==> src/rtl/rom_arbiter_pkg.sv <==
// Shared definitions for the two-port ROM read arbiter: size defaults for the
// 1 KB ROM, the default read latency and the port-id encoding.
package rom_arbiter_pkg;

    localparam int DEFAULT_DATA_WIDTH   = 8;
    localparam int DEFAULT_ADDR_WIDTH   = 10;
    localparam int DEFAULT_READ_LATENCY = 2;

    typedef enum logic {
        PORT0 = 1'b0,
        PORT1 = 1'b1
    } port_e;

    // One slot of the in-flight tracker: is a read outstanding, and for whom.
    typedef struct packed {
        logic  valid;
        port_e port;
    } inflight_t;

endpackage

==> src/rtl/rom_arbiter_rr_arb2.sv <==
// Two-way grant logic: round-robin on the last accepted port, or fixed
// priority to port 0. A lone requester is always granted in the same cycle.
module rr_arb2
    import rom_arbiter_pkg::*;
#(
    parameter int FIXED_PRIO = 0
) (
    input  logic       clk,
    input  logic       rst,
    input  logic [1:0] req_i,
    output logic [1:0] gnt_o
);

    port_e lastPort_q;
    port_e lastPort_d;

    // Pointer starts at "port 1 last" so port 0 wins the first conflict; it
    // only moves when a grant is issued, which is always an accepted read.
    always_comb begin
        gnt_o      = 2'b00;
        lastPort_d = lastPort_q;
        if (!rst) begin
            if (req_i == 2'b11) begin
                gnt_o = ((FIXED_PRIO != 0) || (lastPort_q == PORT1)) ? 2'b01 : 2'b10;
            end else begin
                gnt_o = req_i;
            end
        end
        if (gnt_o != 2'b00) begin
            lastPort_d = gnt_o[1] ? PORT1 : PORT0;
        end
    end

    always_ff @(posedge clk) begin
        if (rst) begin
            lastPort_q <= PORT1;
        end else begin
            lastPort_q <= lastPort_d;
        end
    end

endmodule

==> src/rtl/rom_arbiter.sv <==
// Shares one ROM read port between two requesters; tracks outstanding reads
// and steers each returning word back to the port that issued it.
module rom_arbiter
    import rom_arbiter_pkg::*;
#(
    parameter int DATA_WIDTH   = DEFAULT_DATA_WIDTH,
    parameter int ADDR_WIDTH   = DEFAULT_ADDR_WIDTH,
    parameter int READ_LATENCY = DEFAULT_READ_LATENCY,
    parameter int FIXED_PRIO   = 0
) (
`ifdef USE_POWER_PINS
    inout  wire                   vccd1,
    inout  wire                   vssd1,
`endif
    input  logic                  clk,
    input  logic                  rst,
    input  logic                  req0,
    input  logic [ADDR_WIDTH-1:0] addr0,
    output logic                  gnt0,
    output logic                  rvalid0,
    output logic [DATA_WIDTH-1:0] rdata0,
    input  logic                  req1,
    input  logic [ADDR_WIDTH-1:0] addr1,
    output logic                  gnt1,
    output logic                  rvalid1,
    output logic [DATA_WIDTH-1:0] rdata1,
    output logic                  rom_cs,
    output logic [ADDR_WIDTH-1:0] rom_addr,
    input  logic [DATA_WIDTH-1:0] rom_dout
);

    logic [1:0]            gnt;
    logic [ADDR_WIDTH-1:0] lastAddr_q;
    logic [ADDR_WIDTH-1:0] lastAddr_d;
    inflight_t             inflight_q [READ_LATENCY];
    inflight_t             newEntry;
    inflight_t             tail;
    logic                  rvalid0_q;
    logic                  rvalid1_q;
    logic [DATA_WIDTH-1:0] rdata0_q;
    logic [DATA_WIDTH-1:0] rdata1_q;

    rr_arb2 #(
        .FIXED_PRIO (FIXED_PRIO)
    ) uArb (
        .clk   (clk),
        .rst   (rst),
        .req_i ({req1, req0}),
        .gnt_o (gnt)
    );

    assign gnt0   = gnt[0];
    assign gnt1   = gnt[1];
    assign rom_cs = gnt[0] | gnt[1];
    assign tail   = inflight_q[READ_LATENCY-1];

    // The ROM sees the granted address; when idle it keeps the last issued one
    // so the address bus does not toggle needlessly.
    always_comb begin
        rom_addr   = lastAddr_q;
        lastAddr_d = lastAddr_q;
        newEntry   = '{valid: rom_cs, port: (gnt[1] ? PORT1 : PORT0)};
        if (rst) begin
            rom_addr = '0;
        end else if (gnt[0]) begin
            rom_addr = addr0;
        end else if (gnt[1]) begin
            rom_addr = addr1;
        end
        if (rom_cs) begin
            lastAddr_d = rom_addr;
        end
    end

    // The tracker is exactly READ_LATENCY deep, so its tail lines up with the
    // cycle in which rom_dout carries that read's data.
    always_ff @(posedge clk) begin
        if (rst) begin
            for (int i = 0; i < READ_LATENCY; i++) begin
                inflight_q[i] <= '0;
            end
            lastAddr_q <= '0;
            rvalid0_q  <= 1'b0;
            rvalid1_q  <= 1'b0;
            rdata0_q   <= '0;
            rdata1_q   <= '0;
        end else begin
            inflight_q[0] <= newEntry;
            for (int i = 1; i < READ_LATENCY; i++) begin
                inflight_q[i] <= inflight_q[i-1];
            end
            lastAddr_q <= lastAddr_d;
            rvalid0_q  <= tail.valid && (tail.port == PORT0);
            rvalid1_q  <= tail.valid && (tail.port == PORT1);
            if (tail.valid && (tail.port == PORT0)) begin
                rdata0_q <= rom_dout;
            end
            if (tail.valid && (tail.port == PORT1)) begin
                rdata1_q <= rom_dout;
            end
        end
    end

    assign rvalid0 = rvalid0_q;
    assign rvalid1 = rvalid1_q;
    assign rdata0  = rdata0_q;
    assign rdata1  = rdata1_q;

endmodule

==> config.mk <==
export PLATFORM = sky130hd
export DESIGN_NAME = rom_arbiter
export DESIGN_NICKNAME = d
export VERILOG_FILES = /design/src/rtl/rom_arbiter_pkg.sv /design/src/rtl/rom_arbiter_rr_arb2.sv /design/src/rtl/rom_arbiter.sv
export SDC_FILE = /design/constraint.sdc
export NUM_CORES = 1
export LEC_CHECK = 0
export CELL_PAD_IN_SITES_DETAIL_PLACEMENT = 1
export CELL_PAD_IN_SITES_GLOBAL_PLACEMENT = 1
export CORE_ASPECT_RATIO = 0.75
export CORE_MARGIN = 2
export CORE_UTILIZATION = 39
export DETAILED_ROUTE_END_ITERATION = 8
export DONT_BUFFER_PORTS = 1
export PLACE_DENSITY_LB_ADDON = 0.1
export SLEW_MARGIN = 20
export SYNTH_ARGS = -nofsm -noshare
export SYNTH_HDL_FRONTEND = slang
export SYNTH_SLANG_ARGS = --single-unit
==> constraint.sdc <==
create_clock -name clk -period 1.2 [get_ports clk]
set_clock_uncertainty 0.05 [all_clocks]
set_input_delay 0.06 -clock clk [delete_from_list [all_inputs] [get_ports clk]]
set_output_delay 0.06 -clock clk [all_outputs]
set_load 0.02 [all_outputs]
==> flow_summary_export.csv, run 1 <==
group,metric,value,unit
floorplanning,chipHeight,53.7,microns
timing,fin_ws,-0.387,ns
timing,rsz0062_at_grt,"true",
synthesis,ys_types,17,
cts,cts_tree,"built",
setup_path,arrival,1.48,ns
detailed_routing,drt_iter0_markers,44,
finish,layout_common_cells,"dfxtp_1 (32), dlygate4sd3_1 (28), nand2_1 (25), a221o_1 (20), a21oi_1 (16)",
power_and_ir_drop,total_leakage_power,0.000747,uW
detailed_routing,m1WireLength,1680,microns
timing,max_freq,630,MHz
cts,clockBufferDepth,2,
floorplanning,initial_core_util,39.9,%
floorplanning,dieArea,3780,sq um
cts,cts.clk_slew.worst_paths,0.06,ns
run_status,status,"finished, violations left",
detailed_routing,wire_per_inst,16.9,microns
cts,htreeDepth,2,
placement,hpwl,2070,microns
setup_path,r2r_start,"uArb.lastPort_q",
detailed_routing,met2WireLength,1760,microns
setup_path,cp-end-kind,"output port",
finish,layout_commonest_cell,"dfxtp_1",
synthesis,synth_nets,171,
placement,numPortBuffers,0,
cts,clock-root-buffer,"clkbuf_8",
global_routing,grt_start_max_net_pins,23,
synthesis,ys_seq_area_share,51.4,%
detailed_routing,detail-route-antenna-nets,0,
finish,synthToLayoutAreaGrowth,47.3,%
global_routing,grt_pass1_wl,5830,microns
synthesis,syn_area,1290,sq um
synthesis,ys_warn_count,0,
detailed_routing,firstDrtPassIters,4,
timing,hold_viol_final,2,
detailed_routing,viasPerCell,5.29,
run,maxCapViolations,0,
timing,worst_pin_slew,0.759,ns
finish,final_nets,211,
floorplanning,core_area,3220,sq um
placement,gp_congestion,0.689,
placement,postPlaceCellArea,1390,sq um
setup_path,crit_fanout,12,
timing,max_slew_margin,49.4,%
floorplanning,num_rows,18,
global_routing,antenna_found_initial,0,
run_status,violations,"hold timing, setup timing",
power_and_ir_drop,power_density,1380,nW/um^2
floorplanning,ios,63,
cts,cts.sinks,33,
detailed_routing,remaining_drc_errors,0,
timing,holdWs,-0.123,ns
finish,nFillCells,354,
synthesis,synthCells,139,
global_routing,grt_pass1_vias,1186,
floorplanning,die_x,70.3,microns
global_routing,gr-total-overflow,0,
power_and_ir_drop,ir_drop,0.000661,V
detailed_routing,vias,1163,
cts,cts_hold_buf,29,
cts,cts-buffers-inserted,5,
finish,design_area,1890,sq um
min_path,hold_path_class,"in -> reg",
detailed_routing,top_layer,"met4",
setup_path,required,1.09,ns
synthesis,synth.avg_cell_area,9.25,sq um
setup_path,startpoint,"uArb.lastPort_q",
synthesis,synth_seq_cells,33,
global_routing,grt_usage,20.8,%
setup_path,start_kind,"flop",
detailed_routing,wl_met3,209,microns
timing,fin_crit_sh,132,%
timing,setup_viol,24,
timing,period_minus_slack,1.59,ns
cts,clock_latency,0.28,ns
detailed_routing,wl,3720,microns
timing,maxSlewViolCount,0,
finish,drive_gt1_share,16.1,%
setup_path,crit_type,"reg -> out",
min_path,worstHoldStart,"req1",
finish,n_antenna_cell,0,
[metrics by stage]
step | total power [uW] | utilization, % | worst slack, ns | TNS [ns] | instances
6_report | 2620 | 58.8 | -0.387 | -7.37 | 220
5_1_grt | 2740 | 58.8 | -0.446 | -8.86 | 220
4_1_cts | 2650 | 58.7 | -0.384 | -7.54 | 220
3_5_place_dp | 1440 | 43.2 | -0.0748 | -1.11 | 178
3_3_place_gp | 1440 | 43.2 | -0.0313 | -0.369 | 178
2_1_floorplan | 1400 | - | -0.106 | -1.44 | 139
[cell usage after synthesis]
| master | count | area [sq um] |
|---|---|---|
| a21oi_1 | 16 | 80.1 |
| a221o_1 | 20 | 200 |
| and2_1 | 10 | 62.6 |
| and3b_1 | 2 | 17.5 |
| buf_1 | 1 | 3.75 |
| buf_2 | 5 | 25.0 |
| clkbuf_1 | 5 | 18.8 |
| dfxtp_1 | 33 | 661 |
| nand2_1 | 26 | 97.6 |
| nand2b_1 | 2 | 12.5 |
| nand3_1 | 8 | 40.0 |
| nor2_1 | 2 | 7.51 |
| nor2b_1 | 4 | 25.0 |
| nor3_1 | 1 | 5.00 |
| nor3b_2 | 1 | 12.5 |
| o21ai_0 | 1 | 5.00 |
| or2_2 | 2 | 12.5 |
[timing repair]
item                       4_1_cts  5_1_grt
setup endpoints to repair       24       32
hold endpoints to repair        32        2
gates resized for setup          7        2
pin swaps                        1        2
cloned                           2        0
setup buffers                    3        0
[kinds of logic after synthesis]
group	synth area share, %
AOI/OAI and AO/OA	22.2
and+or+nand+nor	22.8
DFF	51.4
buffers and inverters	3.70
[layer usage]
layer	vias up	GRT usage (%)
li1	577	-
met1	541	25.7
met2	35	34.1
met3	10	6.93
met4	0	8.65
met5	-	0
[where the power goes]
group	internal (uW)	switching, uW	leakage [uW]
registers	1150	40.7	0.000270
logic	195	174	0.000419
clock network	677	387	0.0000585
total	2020	602	0.000747
[worst max-delay path, cell delays in order (launching register included)]
cell	delay, ns
dfxtp_2	0.35
nand2_2	0.06
and3b_2	0.22
buf_12	0.15
a221o_1	0.42
[sequential cells by signal, indices dropped and copies added (netlist names)]
register / cells
lastAddr_q: 10
uArb.lastPort_q: 1
rdata0: 8
rvalid0: 1
inflight_q: 4
rvalid1: 1
rdata1: 8
[path summary, 6_finish.rpt]
check	slack [ns]	cells after the start	endpoint
setup / recovery	-0.39	4	rom_addr[4]
hold reg to reg	0.38	1	inflight_q[0][2]
setup reg to reg	-0.29	6	lastAddr_q[1]
hold / removal	-0.12	2	uArb.lastPort_q
[final cells by class]
| type | instances | area (sq um) | share of cell area [%] |
|---|---|---|---|
| multi-input cells | 95 | 584 | 30.8 |
| repair buffers | 44 | 482 | 25.4 |
| flip-flops and latches | 33 | 662 | 34.9 |
| well taps | 40 | 50.0 | 2.64 |
| clock buffers | 7 | 86.3 | 4.56 |
| clock inverters | 1 | 30.0 | 1.59 |
(Power assumes the default switching activity.)
==> inputs of run 2 (changes only) <==
--- a/config.mk
+++ b/config.mk
@@ -13,6 +13,7 @@
 export DETAILED_ROUTE_END_ITERATION = 8
 export DONT_BUFFER_PORTS = 1
 export PLACE_DENSITY_LB_ADDON = 0.1
+export REMOVE_ABC_BUFFERS = 1
 export SLEW_MARGIN = 20
 export SYNTH_ARGS = -nofsm -noshare
 export SYNTH_HDL_FRONTEND = slang
==> run 2 against run 1 <==
Net effect: the flow finishes with violations (setup timing); cell count up 1.4%; combinational power up 2%; fmax up 0.49%; routed wire length up 7.0%; register-to-register slack better by 0.07 ns; highest routed layer unchanged.
==> flow_summary_export.csv, run 2 (synthesis gave the netlist of run 1 again) <==
group,metric,value,unit
global_routing,grt_pass1_vias,1173,
floorplanning,dieArea,3780,sq um
detailed_routing,firstDrtPassIters,4,
power_and_ir_drop,total_leakage_power,0.000751,uW
setup_path,startpoint,"uArb.lastPort_q",
floorplanning,ios,63,
floorplanning,core_area,3220,sq um
global_routing,grt_start_max_net_pins,23,
setup_path,crit_type,"reg -> out",
detailed_routing,viasPerCell,5.45,
cts,cts_tree,"built",
finish,final_nets,214,
run_status,status,"finished, violations left",
timing,worst_pin_slew,0.832,ns
finish,largest_reg_flops,10,
placement,postPlaceCellArea,1400,sq um
finish,fin_util,58.7,%
global_routing,antenna_found_initial,0,
setup_path,start_kind,"flop",
timing,max_slew_margin,44.5,%
global_routing,gr-total-overflow,0,
timing,setup_viol,24,
timing,fin_crit_sh,132,%
detailed_routing,detail-route-antenna-nets,0,
finish,design_area,1890,sq um
placement,gp_congestion,0.715,
finish,layout_common_cells,"dfxtp_1 (31), dlygate4sd3_1 (29), nand2_1 (24), a221o_1 (20), a21oi_1 (16)",
placement,hpwl,2130,microns
setup_path,required,1.09,ns
detailed_routing,met2WireLength,1880,microns
timing,maxSlewViolCount,0,
detailed_routing,vias,1216,
detailed_routing,top_layer,"met4",
cts,htreeDepth,2,
run_status,violations,"setup timing",
floorplanning,initial_core_util,39.9,%
timing,period_minus_slack,1.58,ns
setup_path,r2r_start,"uArb.lastPort_q",
timing,hold_viol_final,0,
power_and_ir_drop,power_density,1250,nW/um^2
detailed_routing,remaining_drc_errors,0,
placement,numPortBuffers,0,
cts,cts-buffers-inserted,5,
finish,top_register,"lastAddr_q",
global_routing,grt_usage,21.2,%
finish,layout_commonest_cell,"dfxtp_1",
cts,cts.clk_slew.worst_paths,0.06,ns
floorplanning,die_x,70.3,microns
cts,cts.sinks,33,
global_routing,grt_pass1_wl,5930,microns
floorplanning,chipHeight,53.7,microns
detailed_routing,wl,3980,microns
setup_path,crit_fanout,12,
finish,drive_gt1_share,19.1,%
detailed_routing,drt_iter0_markers,49,
detailed_routing,wire_per_inst,17.8,microns
min_path,worstHoldStart,"req0",
detailed_routing,m1WireLength,1820,microns
cts,clock-root-buffer,"clkbuf_8",
setup_path,cp-end-kind,"output port",
timing,max_freq,633,MHz
power_and_ir_drop,ir_drop,0.000798,V
setup_path,arrival,1.47,ns
finish,n_antenna_cell,0,
cts,clockBufferDepth,2,
detailed_routing,wl_met3,242,microns
timing,fin_ws,-0.379,ns
min_path,hold_path_class,"in -> reg",
timing,rsz0062_at_grt,"true",
floorplanning,num_rows,18,
cts,clock_latency,0.28,ns
run,maxCapViolations,0,
finish,synthToLayoutAreaGrowth,46.9,%
run 2: cell types whose count changed in the layout (fill, tap and decap cells not counted), moves of 2 or more:
cell and delta:
buf_4 +3, buf_16 -2, clkinv_2 +2, nor2b_1 -2, nor2b_2 +2
run 2: layer usage:
| metal | vias up | global-route usage, % |
|---|---|---|
| li1 | 588 | - |
| met1 | 588 | 26.7 |
| met2 | 35 | 34.9 |
| met3 | 5 | 7.30 |
| met4 | 0 | 6.73 |
| met5 | - | 0 |
run 2: cell type report:
class	count	area (sq um)
well taps	40	50.0
multi-input cells	95	594
clock buffers	6	72.6
clock inverters	2	10.0
fillers	345	1330
repair buffers	47	497
flip-flops and latches	33	666
run 2: report_power, final:
part | switching, uW | internal [uW] | total (uW) | leakage [uW]
logic | 173 | 206 | 378 | 0.000435
clock network | 396 | 402 | 797 | 0.0000450
registers | 44.6 | 1150 | 1190 | 0.000271
total | 613 | 1760 | 2370 | 0.000751
run 2: worst paths after layout:
kind / slack (ns) / cells after the start / endpoint
max: -0.38 / 4 / rom_addr[4]
min: 0.14 / 5 / uArb.lastPort_q
max reg2reg: -0.22 / 5 / lastAddr_q[6]
min reg2reg: 0.40 / 1 / inflight_q[0][2]
run 2: stage by stage:
step	setup slack, ns	std cells	power [uW]	setup TNS [ns]	hold slack [ns]
2_1_floorplan	-0.598	128	1370	-11.74	0.0791
3_3_place_gp	-0.0908	179	1440	-1.44	0.0809
3_5_place_dp	-0.136	179	1450	-2.40	0.0830
4_1_cts	-0.364	221	2380	-6.78	-0.123
5_1_grt	-0.428	223	2480	-7.64	0.147
6_report	-0.379	223	2370	-6.59	0.142
run 2: timing repair:
item,4_1_cts,5_1_grt
gates resized for setup,7,9
gates cloned,2,0
pin swaps,12,2
endpoints found under the setup margin,24,41
hold buffers,29,1
buffers inserted,3,2
hold endpoints to repair,32,2
run 2: critical path: stages, from the launching register on:
cell,delay (ns)
dfxtp_4,0.36
nand2_2,0.05
and3b_2,0.22
buf_12,0.15
a221o_1,0.41
==> inputs of run 3 (changes only) <==
--- a/config.mk
+++ b/config.mk
@@ -5,13 +5,13 @@
 export SDC_FILE = /design/constraint.sdc
 export NUM_CORES = 1
 export LEC_CHECK = 0
+export BUFFER_PORTS_ARGS = -buffer_cell sky130_fd_sc_hd__buf_2
 export CELL_PAD_IN_SITES_DETAIL_PLACEMENT = 1
 export CELL_PAD_IN_SITES_GLOBAL_PLACEMENT = 1
 export CORE_ASPECT_RATIO = 0.75
 export CORE_MARGIN = 2
-export CORE_UTILIZATION = 39
+export CORE_UTILIZATION = 29
 export DETAILED_ROUTE_END_ITERATION = 8
-export DONT_BUFFER_PORTS = 1
 export PLACE_DENSITY_LB_ADDON = 0.1
 export REMOVE_ABC_BUFFERS = 1
 export SLEW_MARGIN = 20
==> run 3 against run 2 <==
Net effect: largest power group unchanged; register-to-register slack got worse by 0.11 ns; sequential share of layout area down 5.8 points; non-clock buffer count rose by 58; first-iteration DRC count rose by 6.1%; count of clock-buffer cells in the layout grew 1; combinational power increased by 44%; fmax fell by 4.0%; via count rose by 17%; worst setup slack worse by 0.065 ns; critical path type unchanged; the run ends with hold timing, setup timing left.
==> flow_summary_export.csv, run 3 (synthesis gave the netlist of run 1 again) <==
group,metric,value,unit
power_and_ir_drop,power_density,1160,nW/um^2
run_status,status,"finished, violations left",
cts,cts_tree,"built",
timing,worst_pin_slew,0.321,ns
setup_path,crit_path_cell_trace,"nand2_2, and3b_2, buf_12, a221o_1, buf_6",
floorplanning,die_x,80.9,microns
floorplanning,num_rows,20,
timing,rsz0062_at_grt,"true",
timing,tns,-7.87,ns
cts,cts.clk_slew.worst_paths,0.06,ns
setup_path,critPathTopFamily,"flip-flops",
detailed_routing,detail-route-antenna-nets,0,
min_path,hold_path_class,"in -> reg",
timing,fin_crit_sh,137,%
detailed_routing,wl,4500,microns
finish,top_register,"lastAddr_q",
timing,maxSlewViolCount,0,
cts,cts-buffers-inserted,5,
power_and_ir_drop,ir_drop,0.000493,V
power_and_ir_drop,total_leakage_power,0.00102,uW
finish,synthToLayoutAreaGrowth,74.6,%
finish,layout_commonest_cell,"buf_2",
timing,fin_ws,-0.444,ns
placement,postPlaceCellArea,1710,sq um
setup_path,cp-end-kind,"output port",
placement,hpwl,2750,microns
detailed_routing,remaining_drc_errors,0,
finish,layoutNonFillerInstCount,296,
setup_path,arrival,1.53,ns
finish,multiInputGateArea,596,sq um
detailed_routing,drt_iter0_markers,52,
finish,fin_util,54.1,%
setup_path,critPathMaxStageDelay,0.35,ns
floorplanning,core_area,4150,sq um
cts,clockBufferDepth,2,
setup_path,required,1.09,ns
cts,cts.sinks,33,
finish,largest_reg_flops,10,
cts,clock-root-buffer,"clkbuf_8",
cts,htreeDepth,2,
global_routing,grt_usage,19.2,%
finish,drive_gt1_share,39.4,%
setup_path,crit_fanout,12,
floorplanning,chipHeight,61.7,microns
finish,n_antenna_cell,0,
run_status,violations,"hold timing, setup timing",
detailed_routing,viasPerCell,4.82,
setup_path,crit_type,"reg -> out",
floorplanning,ios,63,
setup_path,crit_buf_inv,2,
placement,gp_congestion,0.802,
global_routing,grt_pass1_vias,1479,
finish,final_nets,272,
cts,clock_latency,0.27,ns
global_routing,gr-total-overflow,0,
placement,dp.cells,254,
timing,holdWs,-0.00700,ns
finish,design_area,2250,sq um
floorplanning,dieArea,4990,sq um
timing,period_minus_slack,1.64,ns
finish,nFillCells,509,
setup_path,start_kind,"flop",
timing,hold_viol_final,1,
detailed_routing,vias,1427,
detailed_routing,firstDrtPassIters,4,
finish,regArea,662,sq um
global_routing,grt_start_max_net_pins,22,
finish,layout_common_cells,"buf_2 (49), dfxtp_1 (32), nand2_1 (25), dlygate4sd3_1 (25), a221o_1 (20)",
timing,max_slew_margin,78.6,%
global_routing,grt_pass1_wl,7120,microns
setup_path,r2r_slack,-0.33,ns
timing,max_freq,608,MHz
global_routing,antenna_found_initial,0,
timing,setup_viol,26,
setup_path,slowest_stage,"dfxtp_2",
floorplanning,initial_core_util,31.0,%
detailed_routing,wire_per_inst,15.2,microns
run,maxCapViolations,0,
placement,numPortBuffers,62,
==> run 3: cell count changes in the layout (fill, tap and decap cells not counted), moves of 2 or more <==
cell	previous run	this run
buf_12	1	3
buf_2	0	49
buf_4	12	14
buf_6	1	14
clkbuf_8	5	7
dlygate4sd3_1	29	25
nor2b_2	2	0
==> run 3: metal layers <==
layer	part of all wire, %	GRT usage, %	vias up
met4	0.60	5.81	0
met1	43	24.0	688
met3	5.0	4.55	4
li1	-	-	698
met5	0	0	-
met2	51	33.4	37
==> run 3: worst paths after layout <==
| check | start | end | depth (start not counted) |
|---|---|---|---|
| max | uArb.lastPort_q | rom_addr[0] | 5 |
| min | addr0[8] | lastAddr_q[8] | 2 |
| max reg2reg | uArb.lastPort_q | inflight_q[0][0] | 9 |
| min reg2reg | inflight_q[0][1] | inflight_q[0][3] | 1 |
==> run 3: what timing repair did <==
| action | in CTS | in global routing |
|---|---|---|
| gates resized for setup | 37 | 4 |
| cloned | 2 | 0 |
| endpoints found under the setup margin | 24 | 26 |
| hold buffers | 25 | 0 |
| setup buffers | 9 | 3 |
| pin swaps | 23 | 2 |
| hold endpoints to repair | 17 | 0 |
==> run 3: stage by stage <==
stage	setup WS [ns]	power, uW
finish	-0.444	2600
global route	-0.490	2720
CTS	-0.442	2640
detailed placement	-0.211	1570
global placement	-0.119	1550
floorplan	-0.598	1370
==> run 3: worst register-to-register path: stages (launching register included) <==
cell and delay [ns]:
dfxtp_2 0.35, nand2_2 0.06, buf_4 0.13, buf_6 0.10
buf_4 0.13, buf_4 0.12, buf_4 0.12, buf_4 0.12
buf_6 0.10, and3b_1 0.14
==> run 3: area by class of cell <==
type,count,share of cell area (%)
Timing Repair Buffer,105,36.4
Sequential cell,33,29.5
Multi-Input combinational cell,95,26.5
Clock buffer,7,4.29
Tap cell,55,3.06
Clock inverter,1,0.223
==> run 3: where the power goes <==
part / switching [uW] / total, uW / leakage (uW) / internal (uW)
logic: 248 / 543 / 0.000699 / 295
registers: 19.8 / 1170 / 0.000270 / 1150
clock network: 372 / 890 / 0.0000542 / 518
